==> src/rtl/decode_ins_buffer_pkg.sv <==
// ============================================================================
// Module   : decode_ins_buffer_pkg
// Brief    : Immediate-format codes, RV64 major opcodes and NOP encoding
// Revision : 1.0
// ============================================================================
`default_nettype none

package decode_ins_buffer_pkg;

  typedef enum logic [2:0] {
    IMM_I = 3'd0,
    IMM_S = 3'd1,
    IMM_B = 3'd2,
    IMM_U = 3'd3,
    IMM_J = 3'd4,
    IMM_N = 3'd5,
    IMM_R = 3'd6
  } imm_type_t;

  localparam logic [6:0] C_OP_LOAD     = 7'b0000011;
  localparam logic [6:0] C_OP_MISC_MEM = 7'b0001111;
  localparam logic [6:0] C_OP_IMM      = 7'b0010011;
  localparam logic [6:0] C_OP_AUIPC    = 7'b0010111;
  localparam logic [6:0] C_OP_IMM_32   = 7'b0011011;
  localparam logic [6:0] C_OP_STORE    = 7'b0100011;
  localparam logic [6:0] C_OP_OP       = 7'b0110011;
  localparam logic [6:0] C_OP_LUI      = 7'b0110111;
  localparam logic [6:0] C_OP_OP_32    = 7'b0111011;
  localparam logic [6:0] C_OP_BRANCH   = 7'b1100011;
  localparam logic [6:0] C_OP_JALR     = 7'b1100111;
  localparam logic [6:0] C_OP_JAL      = 7'b1101111;
  localparam logic [6:0] C_OP_SYSTEM   = 7'b1110011;

  localparam logic [31:0] C_NOP = 32'h00000013;

endpackage

`default_nettype wire

==> src/rtl/decode_ins_buffer_classify.sv <==
// ============================================================================
// Module   : ins_type_classify
// Brief    : Combinational opcode -> immediate format / illegal flag
// Revision : 1.0
// ============================================================================
`default_nettype none

import decode_ins_buffer_pkg::*;

module ins_type_classify (
  input  logic [6:0] i_opcode,
  output imm_type_t  o_type,
  output logic       o_illegal
);

  always_comb begin
    o_type    = IMM_N;
    o_illegal = 1'b0;
    case (i_opcode)
      C_OP_LOAD, C_OP_IMM, C_OP_IMM_32,
      C_OP_JALR, C_OP_SYSTEM:          o_type = IMM_I;
      C_OP_STORE:                      o_type = IMM_S;
      C_OP_BRANCH:                     o_type = IMM_B;
      C_OP_LUI, C_OP_AUIPC:            o_type = IMM_U;
      C_OP_JAL:                        o_type = IMM_J;
      C_OP_OP, C_OP_OP_32:             o_type = IMM_R;
      C_OP_MISC_MEM:                   o_type = IMM_N;
      // Anything else, including compressed encodings (low bits != 2'b11).
      default:                         o_illegal = 1'b1;
    endcase
  end

endmodule

`default_nettype wire

==> src/rtl/decode_ins_buffer.sv <==
// ============================================================================
// Module   : decode_ins_buffer
// Brief    : Decode-side {PC, instruction} FIFO with enqueue-time classification
// Revision : 1.0
// ============================================================================
`default_nettype none

import decode_ins_buffer_pkg::*;

module decode_ins_buffer #(
  parameter int DEPTH    = 2,
  parameter int PC_WIDTH = 64
) (
  input  logic                i_clk,
  input  logic                i_rst,
  input  logic                i_flush,
  input  logic                i_in_valid,
  output logic                o_in_ready,
  input  logic [PC_WIDTH-1:0] i_in_pc,
  input  logic [31:0]         i_in_ins,
  output logic                o_out_valid,
  input  logic                i_out_ready,
  output logic [PC_WIDTH-1:0] o_out_pc,
  output logic [31:0]         o_out_ins,
  output logic [2:0]          o_out_imm_type,
  output logic                o_out_illegal
);

  localparam int          AW      = $clog2(DEPTH);
  localparam logic [AW:0] C_DEPTH = (AW+1)'(DEPTH);

  logic [PC_WIDTH-1:0] r_pc      [DEPTH];
  logic [31:0]         r_ins     [DEPTH];
  logic [2:0]          r_type    [DEPTH];
  logic                r_illegal [DEPTH];

  logic [AW-1:0] r_wr_ptr;
  logic [AW-1:0] r_rd_ptr;
  logic [AW:0]   r_count;

  imm_type_t w_type;
  logic      w_illegal;
  logic      w_push;
  logic      w_pop;

  ins_type_classify u_classify (
    .i_opcode  (i_in_ins[6:0]),
    .o_type    (w_type),
    .o_illegal (w_illegal)
  );

  // Ready depends on occupancy only, so decode back-pressure never reaches fetch combinationally.
  assign o_in_ready  = (r_count < C_DEPTH);
  assign o_out_valid = (r_count != '0);
  assign w_push      = i_in_valid & o_in_ready;
  assign w_pop       = o_out_valid & i_out_ready;

  assign o_out_pc       = r_pc[r_rd_ptr];
  assign o_out_ins      = r_ins[r_rd_ptr];
  assign o_out_imm_type = r_type[r_rd_ptr];
  assign o_out_illegal  = r_illegal[r_rd_ptr];

  always_ff @(posedge i_clk) begin
    if (i_rst) begin
      for (int i = 0; i < DEPTH; i++) begin
        r_pc[i]      <= '0;
        r_ins[i]     <= C_NOP;
        r_type[i]    <= IMM_I;
        r_illegal[i] <= 1'b0;
      end
    end else if (w_push && !i_flush) begin
      r_pc[r_wr_ptr]      <= i_in_pc;
      r_ins[r_wr_ptr]     <= i_in_ins;
      r_type[r_wr_ptr]    <= w_type;
      r_illegal[r_wr_ptr] <= w_illegal;
    end
  end

  always_ff @(posedge i_clk) begin
    if (i_rst || i_flush) begin
      r_wr_ptr <= '0;
      r_rd_ptr <= '0;
      r_count  <= '0;
    end else begin
      if (w_push) r_wr_ptr <= r_wr_ptr + AW'(1);
      if (w_pop)  r_rd_ptr <= r_rd_ptr + AW'(1);
      case ({w_push, w_pop})
        2'b10:   r_count <= r_count + (AW+1)'(1);
        2'b01:   r_count <= r_count - (AW+1)'(1);
        default: r_count <= r_count;
      endcase
    end
  end

endmodule

`default_nettype wire

==> config.mk <==
export PLATFORM = sky130hd
export DESIGN_NAME = decode_ins_buffer
export DESIGN_NICKNAME = d
export VERILOG_FILES = /design/src/rtl/decode_ins_buffer_pkg.sv /design/src/rtl/decode_ins_buffer_classify.sv /design/src/rtl/decode_ins_buffer.sv
export SDC_FILE = /design/constraint.sdc
export NUM_CORES = 1
export LEC_CHECK = 0
export BUFFER_PORTS_ARGS = -buffer_cell sky130_fd_sc_hd__buf_2
export CAP_MARGIN = 15
export CELL_PAD_IN_SITES_DETAIL_PLACEMENT = 0
export CELL_PAD_IN_SITES_GLOBAL_PLACEMENT = 1
export CORE_MARGIN = 2
export CORE_UTILIZATION = 48
export DETAILED_ROUTE_END_ITERATION = 8
export PLACE_DENSITY_LB_ADDON = 0.1
export SYNTH_ARGS = -nofsm -noshare
export SYNTH_HDL_FRONTEND = slang
export SYNTH_HIERARCHICAL = 1
export SYNTH_SLANG_ARGS = --single-unit
==> constraint.sdc <==
create_clock -name i_clk -period 3.6 [get_ports i_clk]
set_input_delay 0.36 -clock i_clk [delete_from_list [all_inputs] [get_ports i_clk]]
set_output_delay 0.36 -clock i_clk [all_outputs]
set_load 0.03 [all_outputs]
==> results.ini, run 1 <==
[yosys]
yosysTopAreaCellShare = 0.6425
seq_area_frac_synth = 0.6532
syn_inst = 613
ys_top_cells_by_area = edfxtp_1 (64%), and3_1 (13%), mux2_2 (12%), buf_8 (3.1%), dfxtp_1 (1.1%)
synthesis.area_um2 = 9348
syn_avg_cell_area_um2 = 15.25
yosys_register_bits = 205
synth.distinct_cells = 38
syn_nets = 715
yosysTopAreaCell = edfxtp_1
ys_warn_count = 6

[clock_tree]
cts-root-buf = clkbuf_16
postCtsHoldBufs = 0
cts_buffers = 22
clk_path_buf_depth = 3
cts_setup_buffers = 0
insertion_delay_ns = 0.49
cts_resized = 0
htree_levels = 1
cts_tree = done
cts.sinks = 205
clkTransAtPathRegs_ns = 0.06

[final_layout]
utilization = 0.5697
layout_commonest_cell = buf_2
final.fill_count = 1631
layout_common_cells = buf_2 (202), edfxtp_1 (200), and3_1 (194)
drive_gt1_frac = 0.4296
syn2layout_area_growth_pct = 17.44
fin_nets = 890

[worst_setup_path]
r2r_cells = 3
path_cells = buf_12, mux2_2, buf_2
crit_type = register to output port
cpMaxStageDelayCell = dfxtp_4
cp_max_fo = 51
critPathLaunchType = register
worstReg2RegEnd = r_ins[1][28]
required_ns = 3.24
reg2reg_slack_ns = 1.63
r2r_start = r_wr_ptr
cp_data_arrival_time_ns = 2.29
critPathMaxStageDelay_ns = 0.81
cp-end-kind = output port

[placement]
port_buffers = 202
dp_hpwl_um = 11610
dp_slack_ns = 1.404
gp_congestion = 0.7503

[floorplanning]
die_area_um2 = 20610
row_count = 51
die_x_um = 143.6
io_pins = 203
core_area_um2 = 19270
start_util = 0.4851
die_h_um = 143.6

[power_and_ir_drop]
leakagePower_uw = 0.005057
peakVddDrop_mv = 0.2878
p_per_area_nw_per_um2 = 506.8
fin_total_pwr_uw = 5564

[timing]
finalHoldViolCount = 0
fin_skew_ns = 0.007150
period_share = 0.7373
hold_slack_ns = 0.1270
grt_setup_unrepaired = no
setup-tns-final_ns = 0
clock.fmax_mhz = 376.8
slew_viol_final = 0
slew_headroom = 0.3264
finalSetupViolCount = 0
worstMarginPinSlew_ns = 1.010
min_period_ns = 2.654
finalWorstSetupSlack_ns = 0.9459

[status]
status = finished, final reports clean

[detailed_routing]
drcViolationCount = 0
wirelength_um = 20140
wire_per_inst_um = 18.84
via_count = 5773
ant_nets = 0
first_pass_iters = 4
drt-initial-drc-count = 338
post_drt_via_cell_ratio = 5.400

[global_route]
antenna_found_initial = 2
grt_pass1_wl_um = 30430
gr-usage-all-layers = 0.1894
grt_pass1_vias = 5780
overflow = 0
grt_max_degree = 115

[flow_run]
cap_violations = 0

[worst_hold_path]
min_from = i_flush
holdCritPathClass = primary input to register
min_to = r_rd_ptr
hold_depth = 2

-- final cells by class --
cell class | count | area [um^2] | area share
Sequential cell | 205 | 6110 | 0.5565
Multi-Input combinational cell | 348 | 2744 | 0.2499
Timing Repair Buffer | 209 | 1101 | 0.1003
Clock buffer | 34 | 636.9 | 0.05801
Tap cell | 265 | 331.6 | 0.03020
Clock inverter | 5 | 45.04 | 0.004103
Inverter | 2 | 7.507 | 0.0006838
Antenna cell | 1 | 2.502 | 0.0002279
-- synthesized netlist by cell type, drive strengths merged --
cell type,n
a211oi,1
a21boi,1
a21o,4
a21oi,2
and2,1
and3,194
buf,37
clkbuf,21
dfxtp,5
edfxtp,200
ha,1
inv,2
mux2,100
nand2,2
nand2b,4
nand3b,7
nor2,5
nor2b,4
nor3,5
nor3b,2
nor4,1
o211ai,1
o21a,1
o21ai,2
o22ai,1
o41ai,1
or2,1
or3,1
or3b,1
xnor2,2
xor2,3
-- power breakdown --
| group | internal, uW | leakage [uW] | total [uW] | switching, uW |
|---|---|---|---|---|
| registers | 2750 | 0.00212 | 2790 | 38.8 |
| clock network | 1280 | 0.000329 | 2140 | 856 |
| logic | 213 | 0.00261 | 636 | 423 |
| total | 4250 | 0.00506 | 5560 | 1320 |
-- routing by layer --
metal  global-route usage  part of all wire
met3              0.03899             0.067
met1               0.2528              0.44
met2               0.3170              0.48
met5                    0                 0
met4              0.05108             0.019
-- per-stage QoR --
step	cells	instance area, um^2
4_1_cts	1068	10980
3_5_place_dp	1029	10290
6_report	1069	10980
2_1_floorplan	613	9348
5_1_grt	1068	10980
3_3_place_gp	1029	10290
-- critical path, delay by kind of cell, from the launching register on --
kind,cells,cell delay (ns)
buffers and inverters,2,0.54
DFF,1,0.81
muxes,1,0.40
-- how the worst max path moves through the flow --
stage	startpoint	end	slack, ns	cells past startpoint
2_1_floorplan	r_wr_ptr	r_illegal[1]	1.19	3
3_3_place_gp	register	o_out_pc[20]	1.43	3
3_5_place_dp	register	o_out_pc[20]	1.40	3
4_1_cts	register	o_out_pc[20]	0.87	3
5_1_grt	register	o_out_pc[20]	0.80	3
6_report	register	o_out_pc[19]	0.95	3
-- sequential cells by signal, summed over array words and instances (netlist names), named ones only --
register,count
r_wr_ptr,1
r_type,6
r_count,2
r_illegal,2
r_rd_ptr,1
r_pc,128
r_ins,64
-- kinds of logic (layout without fill, tap and decap cells) --
group,Yosys count,in the layout,share of synthesized area
flops,205,205,0.6532
compound gates,14,14,0.01044
other cells,0,1,0
fa+ha+maj,1,1,0.001338
buf+inv,60,250,0.05622
xor+xnor,5,5,0.004686
simple gates,228,228,0.1537
mux,100,100,0.1205
No activity file was read; power rests on OpenSTA's default activity.
==> run 2: changes to the inputs <==
--- a/config.mk
+++ b/config.mk
@@ -5,12 +5,13 @@
 export SDC_FILE = /design/constraint.sdc
 export NUM_CORES = 1
 export LEC_CHECK = 0
+export ABC_AREA = 1
 export BUFFER_PORTS_ARGS = -buffer_cell sky130_fd_sc_hd__buf_2
 export CAP_MARGIN = 15
 export CELL_PAD_IN_SITES_DETAIL_PLACEMENT = 0
 export CELL_PAD_IN_SITES_GLOBAL_PLACEMENT = 1
 export CORE_MARGIN = 2
-export CORE_UTILIZATION = 48
+export CORE_UTILIZATION = 43
 export DETAILED_ROUTE_END_ITERATION = 8
 export PLACE_DENSITY_LB_ADDON = 0.1
 export SYNTH_ARGS = -nofsm -noshare
==> constraint.sdc (replaced) <==
create_clock -name i_clk -period 2.68 [get_ports i_clk]
set_input_delay 0.268 -clock i_clk [delete_from_list [all_inputs] [get_ports i_clk]]
set_output_delay 0.268 -clock i_clk [all_outputs]
set_load 0.03 [all_outputs]
==> run 2 against run 1 <==
  * Clock-buffer cell count down 6
  * Register-to-register slack worse by 0.77 ns
  * Non-clock buffer count up 2
  * Final cell count up 14%
  * Power up 33%
  * Synthesized cell count up 20%
  * Sequential cell count unchanged
  * Sequential power up 33%
  * Critical path type unchanged
  * Critical endpoint is now o_out_pc[58]
  * Largest cell class unchanged
  * Largest power group unchanged
==> results.ini, run 2 <==
[worst_setup_path]
cp_data_arrival_time_ns = 2.05  ; was 2.29 ns
r2r_start = r_count[1]  ; was r_wr_ptr
cpMaxStageDelayCell = dfxtp_4  ; unchanged
critPathMaxStageDelay_ns = 0.67  ; was 0.81 ns
cp_max_fo = 37  ; was 51
reg2reg_slack_ns = 0.86  ; was 1.63 ns
cp.depth = 3  ; unchanged
crit_type = register to output port  ; unchanged
worstReg2RegEnd = r_ins[0][3]  ; was r_ins[1][28]
r2r_cells = 8  ; was 3
cp_num_buf_inv = 2  ; unchanged
critPathLaunchType = register  ; unchanged
path_cells = buf_12, mux2_2, buf_2  ; unchanged
path_delay_family = flip-flops  ; unchanged
cp-end-kind = output port  ; unchanged
required_ns = 2.41  ; was 3.24 ns

[worst_hold_path]
min_from = i_flush  ; unchanged
holdCritPathClass = primary input to register  ; unchanged
hold_depth = 4  ; was 2
min_to = r_count[1]  ; was r_rd_ptr

[detailed_routing]
drcViolationCount = 0  ; unchanged
wirelength_um = 18990  ; was 20,140 um
wire_per_inst_um = 15.52  ; was 18.84 um
first_pass_iters = 7  ; was 4
ant_nets = 0  ; unchanged
drt-initial-drc-count = 337  ; was 338
via_count = 5739  ; was 5,773
post_drt_via_cell_ratio = 4.689  ; was 5.400

[clock_tree]
cts_resized = 0  ; unchanged
insertion_delay_ns = 0.50  ; was 0.49 ns
cts-root-buf = clkbuf_16  ; unchanged
clk_path_buf_depth = 3  ; unchanged
postCtsHoldBufs = 0  ; unchanged
cts.sinks = 205  ; unchanged
htree_levels = 1  ; unchanged
cts_buffers = 23  ; was 22
cts_tree = done  ; unchanged
clkTransAtPathRegs_ns = 0.06  ; about the same
cts_setup_buffers = 0  ; unchanged

[flow_run]
cap_violations = 0  ; unchanged

[global_route]
antenna_found_initial = 2  ; unchanged
gr-usage-all-layers = 0.1718  ; was 0.1894
grt_pass1_wl_um = 30120  ; was 30,430 um
grt_pass1_vias = 6096  ; was 5,780
grt_max_degree = 99  ; was 115
overflow = 0  ; unchanged

[power_and_ir_drop]
peakVddDrop_mv = 0.4669  ; was 0.2878 mV
pwr-share-comb = 0.103  ; was 0.114
internal_power_uw = 5687  ; was 4246 uW
p_per_area_nw_per_um2 = 670.7  ; was 506.8 nW/um^2
power.switching_uw = 1723  ; was 1318 uW
pwr-share-seq = 0.502  ; about the same
power_frac_clock = 0.395  ; was 0.384
leakagePower_uw = 0.005071  ; was 0.005057 uW
swShare = 0.2325  ; was 0.2368

[yosys]
yosysTopAreaCell = edfxtp_1  ; unchanged
ys_warn_count = 6  ; unchanged
seq_area_frac_synth = 0.6772  ; was 0.6532
synth_edf_count = 200  ; unchanged
synthTopCellsByCount = nor2_1 (207), edfxtp_1 (200), inv_1 (112)  ; was edfxtp_1 (200), and3_1 (194), mux2_2 (100)
syn_avg_cell_area_um2 = 12.28  ; was 15.25 um^2
yosysTopAreaCellShare = 0.6661  ; was 0.6425
yosysMostFrequentCell = nor2_1  ; was edfxtp_1
async_reset_ff_frac = 0  ; unchanged
ys.flop_type = edfxtp_1  ; unchanged
synth.distinct_cells = 22  ; was 38
syn_nets = 836  ; was 715
ys_top_cells_by_area = edfxtp_1 (67%), mux2_2 (12%), nor2_1 (8.6%), inv_1 (4.7%), buf_2 (1.5%)  ; was edfxtp_1 (64%), and3_1 (13%), mux2_2 (12%), buf_8 (3.1%), dfxtp_1 (1.1%)
yosys_register_bits = 205  ; unchanged
syn_inst = 734  ; was 613
synthesis.area_um2 = 9016  ; was 9348 um^2

[timing]
finalHoldViolCount = 0  ; unchanged
finalSetupViolCount = 0  ; unchanged
setup-tns-final_ns = 0  ; unchanged
clock.fmax_mhz = 432.3
min_period_ns = 2.313
worstMarginPinSlew_ns = 0.6388  ; was 1.010 ns
hold_slack_ns = 0.07405  ; was 0.1270 ns
grt_setup_unrepaired = no  ; unchanged
period_share = 0.8631
fin_skew_ns = 0.008182  ; was 0.007150 ns
slew_headroom = 0.5741  ; was 0.3264
slew_viol_final = 0  ; unchanged
finalWorstSetupSlack_ns = 0.3669  ; was 0.9459 ns

[placement]
port_buffers = 202  ; unchanged
dp_slack_ns = 0.7772  ; was 1.404 ns
gp_congestion = 0.7500  ; was 0.7503
dp_hpwl_um = 11910  ; was 11,610 um

[final_layout]
layout_common_cells = nor2_1 (207), buf_2 (202), edfxtp_1 (200)  ; was buf_2 (202), edfxtp_1 (200), and3_1 (194)
fin_nets = 1041  ; was 890
syn2layout_area_growth_pct = 22.52  ; was 17.44%
largest_register_ffs = 128  ; unchanged
drive_gt1_frac = 0.3897  ; was 0.4296
final.fill_count = 1827  ; was 1,631
multi_input_area_um2 = 2306  ; was 2744 um^2
layout_commonest_cell = nor2_1  ; was buf_2
reg_top3 = r_pc (128), r_ins (64), r_type (6)  ; unchanged
regMostFlops = r_pc  ; unchanged
seqCellArea_um2 = 6110  ; unchanged

[floorplanning]
die_area_um2 = 22140  ; was 20,610 um^2
io_pins = 203  ; unchanged
row_count = 52  ; was 51
start_util = 0.4413  ; was 0.4851
die_h_um = 148.8  ; was 143.6 um
core_area_um2 = 20430  ; was 19,270 um^2
die_x_um = 148.8  ; was 143.6 um

[status]
status = finished, final reports clean  ; unchanged

[run 2: kinds of logic (layout without fill, tap and decap cells)]
group	count (synthesis)	count (layout)	share of synthesized area
AOI/OAI and AO/OA	6	6	0.003748
adders and majority gates	1	1	0.001388
buffers and inverters	151	369	0.06952
DFF	205	205	0.6772
muxes	100	100	0.1249
other	0	2	0
and+or+nand+nor	271	271	0.1232
[run 2: final cells by class]
| type | count | share of cell area |
|---|---|---|
| flip-flops and latches | 205 | 0.5531 |
| repair buffers | 211 | 0.1033 |
| clock inverters | 10 | 0.009174 |
| diodes | 2 | 0.0004531 |
| clock buffers | 28 | 0.05380 |
| well taps | 270 | 0.03058 |
| inverters | 120 | 0.04089 |
| multi-input cells | 378 | 0.2087 |
[run 2: how the worst max path moves through the flow]
stage,to,slack [ns],startpoint
3_5_place_dp,r_pc[0][54],0.78,i_flush
6_report,o_out_pc[58],0.37,register
4_1_cts,o_out_pc[58],0.29,register
2_1_floorplan,r_illegal[1],0.01,r_count[1]
5_1_grt,o_out_ins[9],0.25,register
3_3_place_gp,r_pc[0][46],0.81,i_flush
[run 2: power by group through the flow]
stage	Clock, uW	Sequential (uW)	Combinational [uW]
after floorplan	0	3770	511
after global placement	0	3780	772
after detailed placement	0	3780	776
after CTS	3010	3720	780
after global routing	3140	3730	828
final	2930	3720	766
[run 2: routing by layer]
layer	GRT usage	wire, um	part of all wire	vias to the layer above
met4	0.03286	270	0.014	0
met5	0	0	0	-
met2	0.3127	9600	0.51	138
met3	0.04128	1165	0.061	20
met1	0.2096	7954	0.42	2766
li1	-	-	-	2815
[run 2: through the flow]
| step | total power, uW | area, um^2 | std cells | utilization |
|---|---|---|---|---|
| detailed placement | 4560 | 10350 | 1184 | 0.5064 |
| global placement | 4547 | 10350 | 1184 | 0.5064 |
| finish | 7409 | 11050 | 1224 | 0.5407 |
| floorplan | 4282 | 9026 | 734 | - |
| global route | 7698 | 11040 | 1223 | 0.5406 |
| CTS | 7512 | 11040 | 1222 | 0.5405 |
[run 2: tightest hold or removal path: cells and delay by family]
family        cells  cell delay, ns
simple gates      3            0.16
buf+inv           1            0.10
